`src/rtl/fpu_fdiv_wb_buffer.sv`:
```
// Purpose: one-entry holding buffer that merges fdiv/fsqrt results onto the FP
//          register-file write port shared with the main FPU (main FPU wins).
// Latency: result accepted in cycle N is written in N+1 at the earliest.
// Backpressure: fdiv_yumi_o withheld while the held entry cannot drain;
//          optional starvation guard raises stall_fpu_o to force a drain.
//
// Ports:
//   clk_i, reset_i             clock, synchronous active-high reset
//   fdiv_*                     divider result side (v/rd/result/fflags in, yumi out)
//   fpu_wb_*                   main FPU write request (cannot be stalled)
//   wb_*                       merged register-file write port
//   fdiv_wb_o                  current write is an fdiv/fsqrt result
//   fflags_v_o, fflags_o       fdiv exception flags to accumulate this cycle
//   stall_fpu_o                ask upstream to stop issuing main-FPU ops
//
// Build option: define FPU_FDIV_WB_STARVE_GUARD_EN to build the starvation
// counter; otherwise stall_fpu_o is tied low and a held result may wait
// indefinitely behind fpu_wb_v_i.

module fpu_fdiv_wb_buffer #(
    parameter int exp_width_p      = 8,
    parameter int sig_width_p      = 24,
    parameter int reg_addr_width_p = 5,
    parameter int max_stall_p      = 8
) (
    input  logic                                 clk_i,
    input  logic                                 reset_i,

    input  logic                                 fdiv_v_i,
    input  logic [reg_addr_width_p-1:0]          fdiv_rd_i,
    input  logic [exp_width_p+sig_width_p:0]     fdiv_result_i,
    input  logic [4:0]                           fdiv_fflags_i,
    output logic                                 fdiv_yumi_o,

    input  logic                                 fpu_wb_v_i,
    input  logic [reg_addr_width_p-1:0]          fpu_wb_rd_i,
    input  logic [exp_width_p+sig_width_p:0]     fpu_wb_data_i,

    output logic                                 wb_v_o,
    output logic [reg_addr_width_p-1:0]          wb_rd_o,
    output logic [exp_width_p+sig_width_p:0]     wb_data_o,
    output logic                                 fdiv_wb_o,
    output logic                                 fflags_v_o,
    output logic [4:0]                           fflags_o,
    output logic                                 stall_fpu_o
);

    localparam int dataWidth = exp_width_p + sig_width_p + 1;

    logic                        buf_v_r;
    logic [reg_addr_width_p-1:0] buf_rd_r;
    logic [dataWidth-1:0]        buf_data_r;
    logic [4:0]                  buf_fflags_r;

    logic drain;
    logic blocked;

    // Outputs are forced low during the reset cycle because reset is
    // synchronous: buf_v_r/stall_r still hold pre-reset values in that cycle.
    assign drain       = ~reset_i & buf_v_r & ~fpu_wb_v_i;
    assign blocked     = buf_v_r & fpu_wb_v_i;
    assign fdiv_yumi_o = ~reset_i & fdiv_v_i & (~buf_v_r | drain);

    always_ff @(posedge clk_i) begin
        if (reset_i) begin
            buf_v_r <= 1'b0;
        end else if (fdiv_yumi_o) begin
            buf_v_r <= 1'b1;
        end else if (drain) begin
            buf_v_r <= 1'b0;
        end
    end

    // Data registers are qualified by buf_v_r and need no reset.
    always_ff @(posedge clk_i) begin
        if (fdiv_yumi_o) begin
            buf_rd_r     <= fdiv_rd_i;
            buf_data_r   <= fdiv_result_i;
            buf_fflags_r <= fdiv_fflags_i;
        end
    end

    // Write-port mux: main FPU has absolute priority.
    always_comb begin
        wb_v_o    = 1'b0;
        wb_rd_o   = buf_rd_r;
        wb_data_o = buf_data_r;
        fdiv_wb_o = 1'b0;
        if (!reset_i) begin
            if (fpu_wb_v_i) begin
                wb_v_o    = 1'b1;
                wb_rd_o   = fpu_wb_rd_i;
                wb_data_o = fpu_wb_data_i;
            end else begin
                wb_v_o    = buf_v_r;
                fdiv_wb_o = buf_v_r;
            end
        end
    end

    assign fflags_v_o = drain;
    assign fflags_o   = buf_fflags_r;

`ifdef FPU_FDIV_WB_STARVE_GUARD_EN
    localparam int cntWidth = $clog2(max_stall_p + 1);
    localparam logic [cntWidth-1:0] maxCnt = cntWidth'(max_stall_p);

    logic [cntWidth-1:0] stall_cnt_r;
    logic                stall_r;

    // Counts consecutive cycles the held result loses the port. Once it has
    // lost max_stall_p times and is still blocked, request an issue stall so
    // the main FPU pipeline empties and the buffer gets a free slot.
    always_ff @(posedge clk_i) begin
        if (reset_i) begin
            stall_cnt_r <= '0;
            stall_r     <= 1'b0;
        end else begin
            if (!buf_v_r || drain) begin
                stall_cnt_r <= '0;
            end else if (blocked && stall_cnt_r != maxCnt) begin
                stall_cnt_r <= stall_cnt_r + 1'b1;
            end

            if (drain) begin
                stall_r <= 1'b0;
            end else if (blocked && stall_cnt_r == maxCnt) begin
                stall_r <= 1'b1;
            end
        end
    end

    assign stall_fpu_o = stall_r & ~reset_i;
`else
    assign stall_fpu_o = 1'b0;
`endif

    a_yumi_needs_valid: assert property (@(posedge clk_i) fdiv_yumi_o |-> fdiv_v_i);
    a_single_source:    assert property (@(posedge clk_i) !(wb_v_o && fdiv_wb_o && fpu_wb_v_i));

endmodule

```
`config.mk`:
```
export PLATFORM = sky130hd
export DESIGN_NAME = fpu_fdiv_wb_buffer
export DESIGN_NICKNAME = d
export VERILOG_FILES = /design/src/rtl/fpu_fdiv_wb_buffer.sv
export SDC_FILE = /design/constraint.sdc
export NUM_CORES = 1
export LEC_CHECK = 0
export BUFFER_PORTS_ARGS = -buffer_cell sky130_fd_sc_hd__buf_2
export CAP_MARGIN = 5
export CORE_AREA = 2 2 74 76
export DETAILED_ROUTE_END_ITERATION = 12
export DIE_AREA = 0 0 76 78
export PLACE_DENSITY = 0.79
export SKIP_LAST_GASP = 1
export SYNTH_ARGS = -nofsm -noshare
export SYNTH_HDL_FRONTEND = slang
export SYNTH_SLANG_ARGS = --single-unit
```
`constraint.sdc`:
```
create_clock -name clk_i -period 9.3 [get_ports clk_i]
set_clock_uncertainty 0.2 [all_clocks]
set_input_delay 0 -clock clk_i [delete_from_list [all_inputs] [get_ports clk_i]]
set_output_delay 0 -clock clk_i [all_outputs]
set_load 0.03 [all_outputs]
```
### Word-level counts from Yosys, hierarchy flattened

Index checks and enable logic that the tools add are counted.

| storage, ports and cells | value |
|---|---|
| register bits after elaboration | 44 |
| output and inout port bits | 48 |

| cells by class | value |
|---|---|
| multiplexer cells | 10 |
| bitwise operators | 8 |
| reduce and logical (&&, ||, !) cells | 1 |

Operator list:

| kind | number |
|---|---|
| $mux W33 | 2 |
| $mux W5 | 2 |
| $mux W1 | 6 |
| $and A1 B1 Y1 | 4 |
| $not A1 Y1 | 3 |
| $reduce_bool A2 Y1 | 1 |
| $or A1 B1 Y1 | 1 |

### Longest topological paths before layout

| logic depth | value |
|---|---|
| depth in word-level cells | 6 |
| depth in mapped cells | 4 |
| gate-level depth less buffers | 2 |

### Worst setup path after synthesis

Ideal clock, no wire load.

| path | value |
|---|---|
| kind | flip-flop to flip-flop |
| from | reg buf_v_r |
| to | reg buf_data_r[0], enable pin |
| setup time | 540 ps |
| arrival time | 4074 ps |
| path slack | 4486 ps |
| stages on the path, launching flop included | 2 |
| buffers on the path | 0 |
| cell sequence | dfxtp_1 > a211oi_1 |

| on the way | value |
|---|---|
| word-level cells in the longest chain between the ends | 4 |

RTL lines:

| item | line | text |
|---|---|---|
| start, declared | 50 | `logic buf_v_r;` |
| start signal, assigned | 66 | `buf_v_r <= 1'b0;` |
| start signal, assigned | 68 | `buf_v_r <= 1'b1;` |
| start signal, assigned | 70 | `buf_v_r <= 1'b0;` |
| $and A1 B1 Y1 (2 in series) | 60 | `assign drain = ~reset_i & buf_v_r & ~fpu_wb_v_i;` |
| $or A1 B1 Y1 * | 62 | `assign fdiv_yumi_o = ~reset_i & fdiv_v_i & (~buf_v_r \| drain);` |
| $and A1 B1 Y1 * | 62 |  |
| via fdiv_yumi_o | 33 | `output logic fdiv_yumi_o,` |
| end signal, assigned | 78 | `buf_data_r <= fdiv_result_i;` |
| end, declared | 52 | `logic [dataWidth-1:0] buf_data_r;` |

Mark *: on every way through the listed nets, which the timed path passes. The rest lies on a longest branch.
A chain may end at the register's enable or synchronous reset.

### Worst setup path in the final report

| path | value |
|---|---|
| from | in fpu_wb_v_i |
| to | out wb_data_o[0] |

| on the way | value |
|---|---|
| word-level cells in the longest chain between the ends | 2 |

RTL lines:

| item | line | text |
|---|---|---|
| start, declared | 35 | `input logic fpu_wb_v_i,` |
| $mux W33 | 90 | `if (fpu_wb_v_i) begin` |
| $mux W33 | 89 | `if (!reset_i) begin` |
| end, declared | 41 | `output logic [exp_width_p+sig_width_p:0] wb_data_o,` |

Every way passes these cells.

==> qor_table.md <==
| Item | Value | Unit |
| --- | --- | --- |
| Number of buffers inserted by hold repair at cts | 48 | - |
| Top-Level Pins | 133 | - |
| Worst-case setup margin in the final layout | 7.11 | ns |
| Worst hold path type | input pin to primary output | - |
| Worst Reg2Reg Path Length in Cells | 4 | - |
| Bufs on Longest Clock Path | 2 | - |
| Diodes inserted | 0 | - |
| Post-route setup TNS | 0 | ns |
| Wire length of the first global-routing pass | 8540 | um |
| Slew at the pin closest to its max-slew limit | 0.591 | ns |
| Logic gate share of total power | 0.216 | - |
| Commonest non-fill, non-tap cell in the layout | buf_2 | - |
| Placement row count | 26 | - |
| Number of detailed-routing iterations run before antenna repair | 4 | - |
| Yosys warns | 0 | - |
| Largest net degree at the start of global routing | 40 | - |
| Global-route usage over all layers | 0.189 | - |
| Mapped cell area | 1940 | um^2 |
| Wire length per cell | 16.0 | um |
| Part of the Yosys area used for sequential elements | 0.676 | - |
| Setup CP Type | input pin to primary output | - |
| Starting density of the core | 0.385 | - |
| Global-route congestion overflow total | 0 | - |
| Via count of the first global-routing pass | 1,688 | - |
| Relative contribution of sequential cells to total power | 0.481 | - |
| Clock latency at the later pin of the worst-skew pair | 0.29 | ns |
| Detailed-route via count | 1,566 | - |
| Required time reported for the critical path endpoint | 9.10 | ns |
| Antenna violations before repair | 0 | - |
| Ordered list of cells on the worst path | dlygate4sd3_1 > buf_2 > nor2b_4 > buf_4 > mux2_2 > buf_2 | - |
| Max-Slew Margin vs Limit | 0.606 | - |
| Number of clock sinks | 44 | - |
| Number of storage elements in the synthesis netlist | 44 | - |
| Die outline area | 5930 | um^2 |
| Largest fanout on the critical path | 38 | - |
| Crit-path max cell delay | 0.51 | ns |
| Mean area per synthesized cell | 20.0 | um^2 |
| Synthesized Nets | 182 | - |
| Detailed router's first-iteration violation count | 31 | - |
| Setup-violating endpoint count in the final report | 0 | - |
| Internal power contribution | 0.357 | mW |
| Number of instances in the synthesized netlist | 97 | - |
| Area Overhead vs Synth | 66.8 | % |
| Detailed-placement wirelength estimate | 3310 | um |
| Switching Power | 0.122 | mW |
| CP Launch Type | input pin | - |
| Worst EP arrival | 1.99 | ns |
| Die Y-Extent | 78 | um |
| Run status | completed | - |
| Yosys cell types | 14 | - |
| Setup WS pre-CTS | 7.48 | ns |
| Maximum VDD drop | 124 | uV |
| Period Utilization, post-route | 0.236 | - |
| WL final | 5610 | um |
| Fraction of layout instances using a drive strength above 1 | 0.644 | - |
| Power share of the clock group | 0.302 | - |
| Number of instances resized during post-cts repair | 0 | - |
| Total power density per cell area | 148 | nW/um^2 |
| Standard cell core area | 5040 | um^2 |
| Count of endpoints failing hold in the final timing report | 0 | - |
| Final RePlAce weighted congestion | 0.711 | - |
| Nets | 365 | - |
| Sw frac | 0.254 | - |
| H-tree level count | 2 | - |
| RSZ-0062 raised after global routing | false | - |
| Max Cap Violations | 0 | - |
| Setup crit end kind | primary output | - |
| Count of buffers from port buffering | 131 | - |
| Crit path max-delay cell type | dlygate4sd3_1 | - |
| Number of setup buffers added after CTS | 0 | - |
| Maximum operating frequency | 456 | MHz |
| Total count of max-transition violations in the final report | 0 | - |
| Most frequent cells in the layout | 131 x buf_2, 48 x dlygate4sd3_1, 43 x edfxtp_1 | - |
| Vias per Instance | 4.46 | - |
| Total leakage power | 1.44 | nW |
| Hold-critical path depth | 3 | - |
| Cell occurring most often along the worst timing path | buf_2 | - |
| Number of nets with antenna violations after routing | 0 | - |
| Inserted Clock Buffers | 5 | - |
| Residual DRC count | 0 | - |
| Root buffer cell | clkbuf_8 | - |
| TritonCTS clock tree | built | - |
| Minimum period implied by the final worst setup slack | 2.19 | ns |
| Die outline width | 76 | um |
-- stage by stage --
stage / area (um^2) / std cells / total power [mW] / util / hold WS [ns]
finish: 3240 / 351 / 0.479 / 0.642 / 0.175
global route: 3240 / 351 / 0.493 / 0.642 / 0.183
global placement: 2650 / 295 / 0.318 / 0.525 / -0.0237
floorplan: 1940 / 97 / 0.290 / - / -0.128
detailed placement: 2650 / 295 / 0.320 / 0.525 / -0.0219
CTS: 3240 / 351 / 0.478 / 0.642 / 0.176
-- worst max-delay path, delay by kind of cell --
kind / cells / cell delay (ns)
buf+inv: 4 / 1.36
mux: 1 / 0.41
simple gates: 1 / 0.17
-- state kept, by name, summed over array words and instances (netlist names) --
| signal | count |
|---|---|
| fflags_o | 5 |
| buf_v_r | 1 |
| buf_data_r | 33 |
| buf_rd_r | 5 |
-- cells by family (layout without fill, tap and decap cells) --
group                  count (synthesis)  after routing  share of synthesized area
AO/OA/AOI/OAI                          2              2                    0.00645
buffers and inverters                  6            190                     0.0361
flip-flops                            44             44                      0.676
multiplexers                          38             38                      0.259
other                                  1              1                    0.00193
AND/OR/NAND/NOR                        6              6                     0.0206
-- layer usage --
layer / vias to the layer above / track usage / part of all wire
met5: - / 0 / 0
met4: 0 / 0.0782 / 0.023
met3: 13 / 0.0547 / 0.088
met2: 102 / 0.350 / 0.53
met1: 716 / 0.203 / 0.36
li1: 735 / - / -
-- power by group through the flow --
stage          logic, mW  clock network, mW  registers [mW]
6_report           0.104              0.145           0.230
5_1_grt            0.109              0.153           0.231
4_1_cts            0.101              0.146           0.230
3_5_place_dp      0.0856                  0           0.235
3_3_place_gp      0.0838                  0           0.235
2_1_floorplan     0.0537                  0           0.237
-- worst paths after layout --
| kind | startpoint | to | slack [ns] |
|---|---|---|---|
| setup / recovery | fpu_wb_v_i | wb_data_o[0] | 7.11 |
| hold / removal | fpu_wb_rd_i[2] | wb_rd_o[2] | 0.18 |
| setup reg to reg | buf_v_r | buf_v_r | 7.18 |
| hold reg to reg | buf_v_r | buf_data_r[1] | 0.86 |
-- synthesized netlist by cell type (all sizes together) --
| master | instances | share of area |
|---|---|---|
| inv | 1 | 0.0019 |
| nor2 | 3 | 0.0058 |
| a211oi | 1 | 0.0039 |
| mux2 | 38 | 0.26 |
| a21oi | 1 | 0.0026 |
| dfxtp | 1 | 0.010 |
| nor3b | 2 | 0.0077 |
| buf | 5 | 0.034 |
| nor2b | 1 | 0.0071 |
| edfxtp | 43 | 0.67 |
| conb | 1 | 0.0019 |
-- cell type report --
cell class,instances,area [um^2]
fillers,358,1810
clock inverters,3,42.5
flip-flops and latches,44,1310
clock buffers,5,68.8
inverters,1,3.75
repair buffers,181,1150
well taps,70,87.6
multi-input cells,47,572
No activity file was read; power rests on OpenSTA's default activity.
